--- src/rtl/muldiv_seq.sv ---
// Sequencer that launches the multiplier or divider and commits HI/LO on completion.
// Optional run watchdog enabled by defining MULDIV_TIMEOUT_EN.
module muldiv_seq #(
  parameter int TIMEOUT_CYCLES = 64
) (
  input  logic clock,
  input  logic reset,
  input  logic req_mult,
  input  logic req_div,
  input  logic mult_fim,
  input  logic div_fim,
  input  logic div_by_zero,
  output logic mult_start,
  output logic div_start,
  output logic hi_sel,
  output logic lo_sel,
  output logic hi_write,
  output logic lo_write,
  output logic busy,
  output logic done,
  output logic div_zero_exc,
  output logic timeout
);

  typedef enum logic [2:0] {
    IDLE     = 3'd0,
    MULT_RUN = 3'd1,
    DIV_RUN  = 3'd2,
    WRITE    = 3'd3,
    EXC      = 3'd4
  } state_t;

  state_t state;
  logic   op;

  if (TIMEOUT_CYCLES < 2 || TIMEOUT_CYCLES > 255) begin : gBadTimeout
    $error("muldiv_seq: TIMEOUT_CYCLES must lie in 2..255");
  end

  // The mux selects simply follow the latched operation, so they are registered.
  assign hi_sel = op;
  assign lo_sel = op;

`ifdef MULDIV_TIMEOUT_EN
  localparam logic [7:0] TimeoutLast = 8'(TIMEOUT_CYCLES - 1);
  logic [7:0] runCount;
`else
  assign timeout = 1'b0;
`endif

  always_ff @(posedge clock) begin
    if (reset) begin
      state        <= IDLE;
      op           <= 1'b0;
      mult_start   <= 1'b0;
      div_start    <= 1'b0;
      hi_write     <= 1'b0;
      lo_write     <= 1'b0;
      busy         <= 1'b0;
      done         <= 1'b0;
      div_zero_exc <= 1'b0;
`ifdef MULDIV_TIMEOUT_EN
      runCount     <= 8'd0;
      timeout      <= 1'b0;
`endif
    end else begin
      mult_start   <= 1'b0;
      div_start    <= 1'b0;
      hi_write     <= 1'b0;
      lo_write     <= 1'b0;
      done         <= 1'b0;
      div_zero_exc <= 1'b0;
`ifdef MULDIV_TIMEOUT_EN
      timeout      <= 1'b0;
`endif
      case (state)
        IDLE: begin
          if (req_mult) begin
            state      <= MULT_RUN;
            op         <= 1'b0;
            mult_start <= 1'b1;
            busy       <= 1'b1;
`ifdef MULDIV_TIMEOUT_EN
            runCount   <= 8'd0;
`endif
          end else if (req_div) begin
            state     <= DIV_RUN;
            op        <= 1'b1;
            div_start <= 1'b1;
            busy      <= 1'b1;
`ifdef MULDIV_TIMEOUT_EN
            runCount  <= 8'd0;
`endif
          end
        end
        // Flags seen while the start pulse is still out belong to a previous op.
        MULT_RUN: begin
          if (!mult_start && mult_fim) begin
            state    <= WRITE;
            hi_write <= 1'b1;
            lo_write <= 1'b1;
            done     <= 1'b1;
          end
`ifdef MULDIV_TIMEOUT_EN
          else if (runCount == TimeoutLast) begin
            state   <= IDLE;
            busy    <= 1'b0;
            timeout <= 1'b1;
          end else begin
            runCount <= runCount + 8'd1;
          end
`endif
        end
        DIV_RUN: begin
          if (!div_start && div_by_zero) begin
            state        <= EXC;
            div_zero_exc <= 1'b1;
          end else if (!div_start && div_fim) begin
            state    <= WRITE;
            hi_write <= 1'b1;
            lo_write <= 1'b1;
            done     <= 1'b1;
          end
`ifdef MULDIV_TIMEOUT_EN
          else if (runCount == TimeoutLast) begin
            state   <= IDLE;
            busy    <= 1'b0;
            timeout <= 1'b1;
          end else begin
            runCount <= runCount + 8'd1;
          end
`endif
        end
        WRITE, EXC: begin
          state <= IDLE;
          busy  <= 1'b0;
        end
        default: begin
          state <= IDLE;
          busy  <= 1'b0;
        end
      endcase
    end
  end

endmodule

--- config.mk ---
export PLATFORM = sky130hd
export DESIGN_NAME = muldiv_seq
export DESIGN_NICKNAME = d
export VERILOG_FILES = /design/src/rtl/muldiv_seq.sv
export SDC_FILE = /design/constraint.sdc
export NUM_CORES = 1
export LEC_CHECK = 0
export ABC_AREA = 1
export CAP_MARGIN = 20
export CORE_AREA = 3 3 40 42
export CTS_CLUSTER_SIZE = 16
export DETAILED_ROUTE_END_ITERATION = 12
export DIE_AREA = 0 0 43 45
export PLACE_DENSITY = 0.68
export SYNTH_ARGS = -nofsm -noshare
export SYNTH_HDL_FRONTEND = slang
export SYNTH_SLANG_ARGS = --single-unit
--- constraint.sdc ---
create_clock -name clock -period 1.7 [get_ports clock]
set_clock_uncertainty 0.2 [all_clocks]
set_input_delay 0.51 -clock clock [delete_from_list [all_inputs] [get_ports clock]]
set_output_delay 0.51 -clock clock [all_outputs]
set_load 0.1 [all_outputs]
Yosys cells after proc, flatten, opt, wreduce, memory -nomap -nowiden
Cells that the tools add are included.
{"block": "word_totals", "register_bits": 9, "latchBits": 0, "ram_bits": 0, "romBits": 0, "in_bits": 7, "output_inout_bits": 10, "elab_cells": 46, "memories": 0}
{"block": "classes", "n_addsub": 0, "multipliers": 0, "div_mod_pow": 0, "n_lt_le_gt_ge": 0, "n_eq_ne": 5, "shift": 0, "mux": 17, "n_bitwise": 3, "reduce_logical": 14}
{"op": "two-way mux 3 bit", "count": 5}
{"op": "two-way mux 1 bit", "count": 9}
{"op": "one-hot mux 3 bit (3 select lines)", "count": 1}
{"op": "inequality test 3 bit (second input constant)", "count": 2}
{"op": "OR reduction 2 bit", "count": 3}
{"op": "one-hot mux 1 bit (2 select lines)", "count": 2}
{"op": "AND reduction 2 bit", "count": 2}
{"op": "equality test 3 x 1 -> 1 bit (second input constant)", "count": 1}
{"op": "equality test 3 x 2 -> 1 bit (second input constant)", "count": 1}
{"op": "logical AND 1 bit", "count": 3}
{"op": "logical NOT 3 bit", "count": 1}
{"op": "NOT 1 bit", "count": 3}
{"op": "AND reduction 3 bit", "count": 1}
{"op": "OR reduction 3 bit", "count": 1}
{"op": "logical NOT 1 bit", "count": 2}
{"op": "inequality test 2 bit (second input constant)", "count": 1}
{"op": "nonzero test 2 bit", "count": 1}

Longest topological paths before layout
{"block": "depth", "word_depth": 5, "depth_mapped": 8, "ltp_nobuf": 8}

Least setup slack after synthesis
No wires, ideal clock.
{"block": "synth_timing", "kind": "reg-to-output", "startpoint": "reg done (netlist name)", "endpoint": "out hi_write", "arrival_time_ns": 1.374, "required_time_ns": 0.990, "path_slack_ns": -0.384, "stages_incl_launch_ff": 2, "path_buffers": 1, "path_cell_list": "dfxtp_1 > buf_4"}
{"element": "end, declared", "line": "17", "source": "output logic hi_write,"}

==> metrics <==
fmax=0.642 GHz; WL/cell=roughly 10 um; CP required=approximately 0.99 ns; largest family of logic cells by synthesized area=simple AND/OR/NAND/NOR gates; CTS tree=built; Total GRT Usage=0.120; final WL=a little under 1000 um; CTS H-tree lvls=1; overall power=between 1 and 1.5 mW; clock latency on the worst-skew pair=0.27 ns; Crit Reg-Reg Endpoint=state[1]; post-synthesis simple-gate area fraction=0.376; area grow syn2layout=67.5%; R2R setup slack=0.41 ns; Die Y-Extent=between 40 and 50 um; gp weighted congestion=about 0.85; Die W=roughly 43 um; DRT Pass-1 Iters=4; PostCTS Resize Cnt=0; ratio of cells with drive above 1 in the final layout=0.321; max_cap viols=0; row cnt=13; largest net degree at the start of global routing=7; Inserted Diodes=0; fin. max-slew vios=0; Num CTS Buffers=3; critical path peak fanout=3; CP peak stage delay=~0.39 ns; crit start category=flip-flop; CP startpoint=done; CP Class=flip-flop to output pin; Seq/Total Area, Yosys=0.410; syn_nets=69; num ports=17; Yosys reg bits=9; Placed Instances=just over 90; Non-Filler Instances=96; final setup fails=0; CP top delay family=flip-flops; Mapped Area=about 440 um^2; Buf/Inv on CP=1; Starting Density=0.342; post-route DRC violation count=0; post-synthesis mux area share=0; vias in the first global route=between 400 and 500; Final min period=1.56 ns; cts hold-fix bufs=0; Post-CTS Setup Inserts=0; Synth cell types=14; Post-DRT Antenna Nets=0; Vias/cell=~4.7; hold_ws=between 0.2 and 0.3 ns; critical path depth in cells=1; Worst Hold Class=flip-flop to flip-flop; post-synthesis compound-gate area fraction=0.0684; pwr/cell area=between 1500 and 2000 nW/um^2; first-pass GRT wire length=1630 um; antenna violations before repair=0; # port buffers=15; RSZ-0062 raised after global routing=false; outcome=completed; Die ar.=~1900 um^2; CORE AREA=between 1000 and 1500 um^2; Worst Setup EP=lo_write; Sink Count=9; Max stage delay cell, worst path=dfxtp_4; Yosys warnings=0; initial DRC count=22; XOR/XNOR share of the synthesized area=0; Reg clk slew, reported paths=approximately 0.07 ns; total congestion overflow=0; Final Hold Viols=0; Post-Syn Instances=a little over 60; Leak Pwr=~0.33 nW; Vias=~460; nets@finish=89; sequence of cells on the critical path=buf_12; clock buffer depth=2; Avg Inst Size Synth=between 7 and 8 um^2; R2R cell count=7; Adder-Cell Fraction of Synth Area=0; crit end category=output pin; worst flop-to-flop path startpoint=state[1]; Final Cycle Share=0.916; post-DP HPWL=a little under 800 um; VDD IR max=1260 uV; root buffer cell=clkbuf_4; Fin Setup TNS=0 ns; WP data arrival=roughly 0.85 ns
[worst min path at each step]
stage	from	end	slack, ns	depth (start not counted)
global route	hi_sel	hi_sel	0.31	2
global placement	hi_sel	hi_sel	0.29	2
floorplan	state[1]	div_zero_exc	0.32	2
CTS	hi_sel	hi_sel	0.30	2
finish	hi_sel	hi_sel	0.30	2
detailed placement	hi_sel	hi_sel	0.29	2
[stage by stage]
step                      setup WS, ns  utilization  instance area [um^2]
final                            0.143        0.573                   736
after global routing             0.107        0.573                   736
after CTS                        0.138        0.573                   736
after detailed placement       -0.0413        0.551                   708
after global placement         -0.0168        0.551                   708
after floorplan                 0.0654            -                   449
[cells by family after synthesis]
| kind of cell | count (synthesis) |
|---|---|
| flip-flops | 9 |
| other | 1 |
| AO/OA/AOI/OAI | 6 |
| buffers and inverters | 12 |
| AND/OR/NAND/NOR | 34 |
[area by class of cell]
type,count,area [um^2]
Fill cell,112,549
Timing Repair Buffer,19,270
Inverter,8,30.0
Clock buffer,3,22.5
Tap cell,15,18.8
Multi-Input combinational cell,41,199
Sequential cell,9,190
Clock inverter,1,5.00
[registers in the layout (all words and copies together) (netlist names)]
signal / count
state: 3
busy: 1
div_start: 1
div_zero_exc: 1
done: 1
hi_sel: 1
mult_start: 1
[routing by layer]
metal,share of wire,GRT usage,up-vias
met5,0,0,-
met4,0.045,0.127,0
met3,0.11,0.0438,5
met2,0.43,0.195,26
met1,0.41,0.114,192
li1,-,-,232
[placed cells by master (no fill, tap or decap), drive strengths merged]
cell,n
a21oi,4
buf,13
clkbuf,3
clkdlybuf4s50,6
clkinv,1
conb,1
dfxtp,9
inv,8
nand2,14
nand3,6
nand4,2
nor2,8
nor3,4
o21ai,2
[cells in the mapped netlist, drive strengths merged]
library cell,count,share of area
o21ai,2,0.023
nand2,14,0.12
buf,4,0.068
nor3,4,0.057
inv,8,0.068
nand4,2,0.028
conb,1,0.0085
a21oi,4,0.046
nor2,8,0.080
nand3,6,0.091
dfxtp,9,0.41
[power by group]
part | internal (mW) | total (mW) | leakage, nW | switching, mW
registers | 0.281 | 0.358 | 0.0761 | 0.0771
clock network | 0.0871 | 0.170 | 0.0177 | 0.0828
logic | 0.314 | 0.905 | 0.232 | 0.590
total | 0.682 | 1.43 | 0.326 | 0.750
No activity file was read; power rests on OpenSTA's default activity.
